<file path="src/rtl/reservation_station.sv">
// Purpose: ALU reservation station; buffers dispatched ops, snoops the CDB for operand tags, and issues one ready entry per cycle.
// Latency: an operand-ready dispatch at edge N issues at edge N+1. A CDB wakeup issues one edge after the broadcast (same edge with RS_WAKEUP_ISSUE_EN).
// Backpressure: full_out refuses dispatch, alu_idle_in low holds issue, and rdy_in low freezes all state. The optional macro is RS_WAKEUP_ISSUE_EN.
module reservation_station #(
   parameter int RS_SIZE    = 8,
   parameter int OP_WIDTH   = 6,
   parameter int DATA_WIDTH = 32,
   parameter int ROB_WIDTH  = 4
) (
   input  logic                  clk_in,
   input  logic                  rst_n_in,
   input  logic                  rdy_in,
   input  logic                  flush_in,
   input  logic                  disp_valid_in,
   input  logic [OP_WIDTH-1:0]   disp_op_in,
   input  logic                  disp_qj_pend_in,
   input  logic [ROB_WIDTH-1:0]  disp_qj_in,
   input  logic [DATA_WIDTH-1:0] disp_vj_in,
   input  logic                  disp_qk_pend_in,
   input  logic [ROB_WIDTH-1:0]  disp_qk_in,
   input  logic [DATA_WIDTH-1:0] disp_vk_in,
   input  logic [DATA_WIDTH-1:0] disp_imm_in,
   input  logic [ROB_WIDTH-1:0]  disp_rob_id_in,
   output logic                  full_out,
   input  logic                  cdb_valid_in,
   input  logic [ROB_WIDTH-1:0]  cdb_rob_id_in,
   input  logic [DATA_WIDTH-1:0] cdb_result_in,
   input  logic                  alu_idle_in,
   output logic                  alu_rdy_out,
   output logic [OP_WIDTH-1:0]   alu_op_out,
   output logic [DATA_WIDTH-1:0] alu_vj_out,
   output logic [DATA_WIDTH-1:0] alu_vk_out,
   output logic [DATA_WIDTH-1:0] alu_imm_out,
   output logic [ROB_WIDTH-1:0]  alu_rob_id_out
);
   localparam int IDX_W = (RS_SIZE > 1) ? $clog2(RS_SIZE) : 1;

   typedef struct packed {
      logic                  busy;
      logic [OP_WIDTH-1:0]   op;
      logic                  qj_pend;
      logic [ROB_WIDTH-1:0]  qj;
      logic [DATA_WIDTH-1:0] vj;
      logic                  qk_pend;
      logic [ROB_WIDTH-1:0]  qk;
      logic [DATA_WIDTH-1:0] vk;
      logic [DATA_WIDTH-1:0] imm;
      logic [ROB_WIDTH-1:0]  rob_id;
   } entry_t;

   entry_t                rs_q [RS_SIZE];
   logic [RS_SIZE-1:0]    busy_vec;
   logic [RS_SIZE-1:0]    hit_j;
   logic [RS_SIZE-1:0]    hit_k;
   logic [RS_SIZE-1:0]    cand;
   logic                  iss_found;
   logic [IDX_W-1:0]      iss_idx;
   logic                  free_found;
   logic [IDX_W-1:0]      free_idx;
   logic                  disp_ok;
   logic                  issue_ok;
   logic [DATA_WIDTH-1:0] iss_vj;
   logic [DATA_WIDTH-1:0] iss_vk;
   entry_t                new_entry;

   // Per-entry CDB tag match and issue candidacy from registered state
   always_comb begin
      busy_vec = '0;
      hit_j    = '0;
      hit_k    = '0;
      cand     = '0;
      for (int i = 0; i < RS_SIZE; i++) begin
         busy_vec[i] = rs_q[i].busy;
         hit_j[i] = rs_q[i].busy & rs_q[i].qj_pend & cdb_valid_in & (rs_q[i].qj == cdb_rob_id_in);
         hit_k[i] = rs_q[i].busy & rs_q[i].qk_pend & cdb_valid_in & (rs_q[i].qk == cdb_rob_id_in);
`ifdef RS_WAKEUP_ISSUE_EN
         cand[i] = rs_q[i].busy & (~rs_q[i].qj_pend | hit_j[i]) & (~rs_q[i].qk_pend | hit_k[i]);
`else
         cand[i] = rs_q[i].busy & ~rs_q[i].qj_pend & ~rs_q[i].qk_pend;
`endif
      end
   end

   assign full_out = &busy_vec;

   // Priority pick: lowest-index issue candidate and lowest-index free slot
   always_comb begin
      iss_found  = 1'b0;
      iss_idx    = '0;
      free_found = 1'b0;
      free_idx   = '0;
      for (int i = 0; i < RS_SIZE; i++) begin
         if (!iss_found && cand[i]) begin
            iss_found = 1'b1;
            iss_idx   = IDX_W'(i);
         end
         if (!free_found && !busy_vec[i]) begin
            free_found = 1'b1;
            free_idx   = IDX_W'(i);
         end
      end
   end

   assign issue_ok = alu_idle_in & iss_found;
   assign disp_ok  = disp_valid_in & ~full_out;

   // Issued operands, forwarding the live broadcast when the wakeup path is enabled
   always_comb begin
      iss_vj = rs_q[iss_idx].vj;
      iss_vk = rs_q[iss_idx].vk;
`ifdef RS_WAKEUP_ISSUE_EN
      if (hit_j[iss_idx]) iss_vj = cdb_result_in;
      if (hit_k[iss_idx]) iss_vk = cdb_result_in;
`endif
   end

   // New entry, capturing an operand produced by the same-cycle broadcast
   always_comb begin
      new_entry         = '0;
      new_entry.busy    = 1'b1;
      new_entry.op      = disp_op_in;
      new_entry.qj      = disp_qj_in;
      new_entry.qk      = disp_qk_in;
      new_entry.imm     = disp_imm_in;
      new_entry.rob_id  = disp_rob_id_in;
      new_entry.qj_pend = disp_qj_pend_in;
      new_entry.vj      = disp_vj_in;
      new_entry.qk_pend = disp_qk_pend_in;
      new_entry.vk      = disp_vk_in;
      if (disp_qj_pend_in && cdb_valid_in && disp_qj_in == cdb_rob_id_in) begin
         new_entry.qj_pend = 1'b0;
         new_entry.vj      = cdb_result_in;
      end
      if (disp_qk_pend_in && cdb_valid_in && disp_qk_in == cdb_rob_id_in) begin
         new_entry.qk_pend = 1'b0;
         new_entry.vk      = cdb_result_in;
      end
   end

   // Entry state and issue register: flush beats snoop/issue/dispatch, rdy_in low freezes
   always_ff @(posedge clk_in or negedge rst_n_in) begin
      if (!rst_n_in) begin
         for (int i = 0; i < RS_SIZE; i++) rs_q[i] <= '0;
         alu_rdy_out    <= 1'b0;
         alu_op_out     <= '0;
         alu_vj_out     <= '0;
         alu_vk_out     <= '0;
         alu_imm_out    <= '0;
         alu_rob_id_out <= '0;
      end else if (!rdy_in) begin
         alu_rdy_out <= 1'b0;
      end else if (flush_in) begin
         for (int i = 0; i < RS_SIZE; i++) rs_q[i].busy <= 1'b0;
         alu_rdy_out <= 1'b0;
      end else begin
         for (int i = 0; i < RS_SIZE; i++) begin
            if (hit_j[i]) begin
               rs_q[i].qj_pend <= 1'b0;
               rs_q[i].vj      <= cdb_result_in;
            end
            if (hit_k[i]) begin
               rs_q[i].qk_pend <= 1'b0;
               rs_q[i].vk      <= cdb_result_in;
            end
         end
         alu_rdy_out <= issue_ok;
         if (issue_ok) begin
            rs_q[iss_idx].busy <= 1'b0;
            alu_op_out         <= rs_q[iss_idx].op;
            alu_vj_out         <= iss_vj;
            alu_vk_out         <= iss_vk;
            alu_imm_out        <= rs_q[iss_idx].imm;
            alu_rob_id_out     <= rs_q[iss_idx].rob_id;
         end
         if (disp_ok) rs_q[free_idx] <= new_entry;
      end
   end
endmodule

</file>
<file path="config.mk">
export PLATFORM = sky130hd
export DESIGN_NAME = reservation_station
export DESIGN_NICKNAME = d
export VERILOG_FILES = /design/src/rtl/reservation_station.sv
export SDC_FILE = /design/constraint.sdc
export NUM_CORES = 2
export LEC_CHECK = 0
export ABC_CLOCK_PERIOD_IN_PS = 3100
export BUFFER_PORTS_ARGS = -buffer_cell sky130_fd_sc_hd__buf_2
export CORE_MARGIN = 2
export CORE_UTILIZATION = 39
export CTS_CLUSTER_DIAMETER = 40
export DETAILED_ROUTE_END_ITERATION = 16
export GPL_TIMING_DRIVEN = 0
export HOLD_SLACK_MARGIN = 0.08
export PLACE_DENSITY = 0.63
export SYNTH_ARGS = -nofsm -noshare
export SYNTH_HDL_FRONTEND = slang
export SYNTH_SLANG_ARGS = --single-unit
</file>
<file path="constraint.sdc">
create_clock -name clk_in -period 3.1 [get_ports clk_in]
set_clock_uncertainty 0.1 [all_clocks]
set_input_delay 0.155 -clock clk_in [delete_from_list [all_inputs] [get_ports clk_in]]
set_output_delay 0.155 -clock clk_in [all_outputs]
set_load 0.01 [all_outputs]
</file>
==> reports/qor.yml <==
status: "complete, but fails checks"
violations: "negative setup slack"
fp.coreArea_mm2: 0.128
clk_pin_slew_ns: 0.06
gp_congestion: 1.01
grt_pass1_wl_um: 307000
wire_per_inst_um: 28.9
met2_usage_pct: 47.1
synthTopCellsByArea: "dfrtp_1, mux2_2, o22ai_1"
grt_overflow_total: 0
clock.fmax_mhz: 315
relSlewSlack_pct: 1.62
std_cell_rows: 131
synth_warnings: 0
slowest_delay_ns: 0.69
cts_tree: "built"
met3_usage_pct: 10.5
ant_nets: 0
first_pass_iters: 7
htree_levels: 4
finalSetupViolCount: 30
critPathBufInv: 2
power.total_w: 0.0430
vias: 46043
worstRegToRegCells: 5
fill_cells: 11998
power.density_mw_per_mm2: 706
cts_root_buf: "clkbuf_16"
syn-instance-count: 5033
drt_iter0_markers: 6324
ioPinCount: 267
crit_arrival_ns: 3.73
postSynth.asyncResetShare_pct: 100
antenna_found_initial: 23
dp.final_hpwl_um: 151000
drive_above_1_share_pct: 20.3
slowest_stage: "buf_1"
synth_top_area_share_pct: 51.8
critPathLaunchType: "flip-flop"
regToRegEndpoint: "rs_q[840]"
pre_cts_ws_ns: -0.623
synth_edf_count: 0
io_buffer_count: 220
critPathKind: "reg -> reg"
synth_cell_types: 66
busiest_layer: "met2"
regToRegSetupSlack_ns: -0.08
ys_seq_area_share_pct: 51.8
cts_buffers: 152
finalSetupTns_ns: -0.990
area_growth_pct: 21.0
grt_max_degree: 173
die-area_mm2: 0.132
post-route-period-util_pct: 102
worstHoldEndpoint: "rs_q[24]"
die_w_um: 363
syn-num-nets: 5192
drv_cap: 0
fin_util_pct: 47.7
p_leak_nw: 27.3
wl_um: 213000
layout_setup_ws_ns: -0.0771
syn_area_per_cell_um2: 10.0
clock_path_buffers: 3
die_y_um: 363
clk_latency_ns: 0.78
rsz0062_at_grt: "true"
worstPathMaxFanout: 10
fin_hold_ws_ns: 0.113
end_kind: "flip-flop"
ys_seq_elements: 1043
tightestPinTransition_ns: 1.48
synth_top_area_cell: "dfrtp_1"
min_period_ns: 3.18
cp.required_ns: 3.65
hp-class: "in -> reg"
synthTopCellsByCount: "dfrtp_1, nand2_1, a21oi_1"
path_cells: "buf_2 > nand2b_1 > nor2_4 > buf_1 > mux2_2"
vdd_drop_max_mv: 0.650
start_util_pct: 39.4
nets: 5729
worstHoldStart: "disp_imm_in[20]"
final-hold-violation-count: 0
vias_per_cell: 6.25
cp_top_family: "simple AND/OR/NAND/NOR gates"
maxSlewViolCount: 0
drc: 0
holdPathStages: 4
grt_pass1_vias: 44990
clkSinkCount: 1043
r2r_start: "busy_vec[0]"
use_met1_pct: 40.2
grt_util_all_layers_pct: 31.5
synth_ff_type: "dfrtp_1"
synth.most_common_cell: "dfrtp_1"
synth_area_mm2: 0.0504
==> flip-flops by register name (all words and copies together), names as in the netlist <==
signal / cells
busy_vec: 8
rs_q: 928
alu_imm_out: 32
alu_rdy_out: 1
alu_op_out: 6
alu_rob_id_out: 4
alu_vj_out: 32
alu_vk_out: 32
==> worst min-delay path: stages <==
cell and delay (ns):
dlygate4sd3_1 0.52, buf_2 0.16, nand2_1 0.06, nand2_1 0.04
==> metal layers <==
metal	vias up	part of all wire [%]
met3	592	12
met1	23052	39
li1	19539	-
met2	2840	44
met4	20	5.8
met5	-	0.063
==> worst max path at each step <==
| stage | from | slack, ns | to | cells past startpoint |
|---|---|---|---|---|
| after floorplan | busy_vec[0] | 0.85 | alu_imm_out[22] | 11 |
| after global placement | rst_n_in | -21.68 | rs_q[247] | 1 |
| after detailed placement | rdy_in | -0.62 | rs_q[453] | 7 |
| final | busy_vec[0] | -0.08 | rs_q[840] | 5 |
| after CTS | busy_vec[0] | 0.0009 | alu_vj_out[17] | 10 |
| after global routing | busy_vec[0] | -0.03 | rs_q[840] | 5 |
==> power by group <==
part	internal (W)	switching [W]
combinational	0.00326	0.00427
sequential	0.0160	0.00153
clock	0.0110	0.00697
==> placed cells by master (no fill, tap or decap), types with 14 or more instances in the layout <==
cell type      count
nand3_1          218
clkinv_2          31
nor3_1           104
o22ai_1          460
bufinv_16         17
a22o_1           207
a22oi_1           67
clkbuf_1         236
dlygate4sd3_1    149
buf_6             27
clkbuf_16        155
mux2_1            35
buf_4             24
o21ai_1          105
mux2_4            14
nand2_1          615
buf_1             88
clkbuf_8          14
buf_2            323
a2bb2oi_1        193
xor2_1            49
clkbuf_2          76
o31ai_1           94
or4_1             14
nor2_1           264
inv_1             27
a21oi_1          459
dfrtp_1         1043
clkinvlp_4        14
nand4_1           20
xnor2_1           20
inv_6             14
mux2_2           360
==> stage by stage <==
step | std cells | instance area [um^2]
6_report | 7369 | 60900
5_1_grt | 7364 | 60900
2_1_floorplan | 5033 | 50400
3_3_place_gp | 6915 | 53600
4_1_cts | 7355 | 60700
3_5_place_dp | 6922 | 53800
==> logic make-up (layout without fill, tap and decap cells) <==
group	after synthesis	after routing	share of synthesized area (%)
AND/OR/NAND/NOR	1271	1271	10.8
other	0	12	0
AO/OA/AOI/OAI	1665	1665	22.0
multiplexers	409	409	9.25
buffers and inverters	576	1238	4.98
XOR/XNOR	69	69	1.20
flip-flops	1043	1043	51.8
==> what timing repair did <==
action                     4_1_cts  5_1_grt
pin swaps                        1        1
hold endpoints to repair      1259        0
hold buffers                   150        0
setup endpoints to repair      386      264
buffers inserted                 6        4
resized for setup               70      135
==> cell type report <==
cell class              instances  area [um^2]  area share, %
flip-flops and latches       1043        26100           42.8
plain buffers                 544         2580           4.24
multi-input cells            3414        21900           36.0
diodes                         12         30.0         0.0493
inverters                      28          108          0.177
repair buffers                387         2920           4.78
well taps                    1662         2080           3.41
clock inverters                94         1080           1.78
clock buffers                 185         4130           6.78
Note: power is estimated with default switching activity, not from simulation.
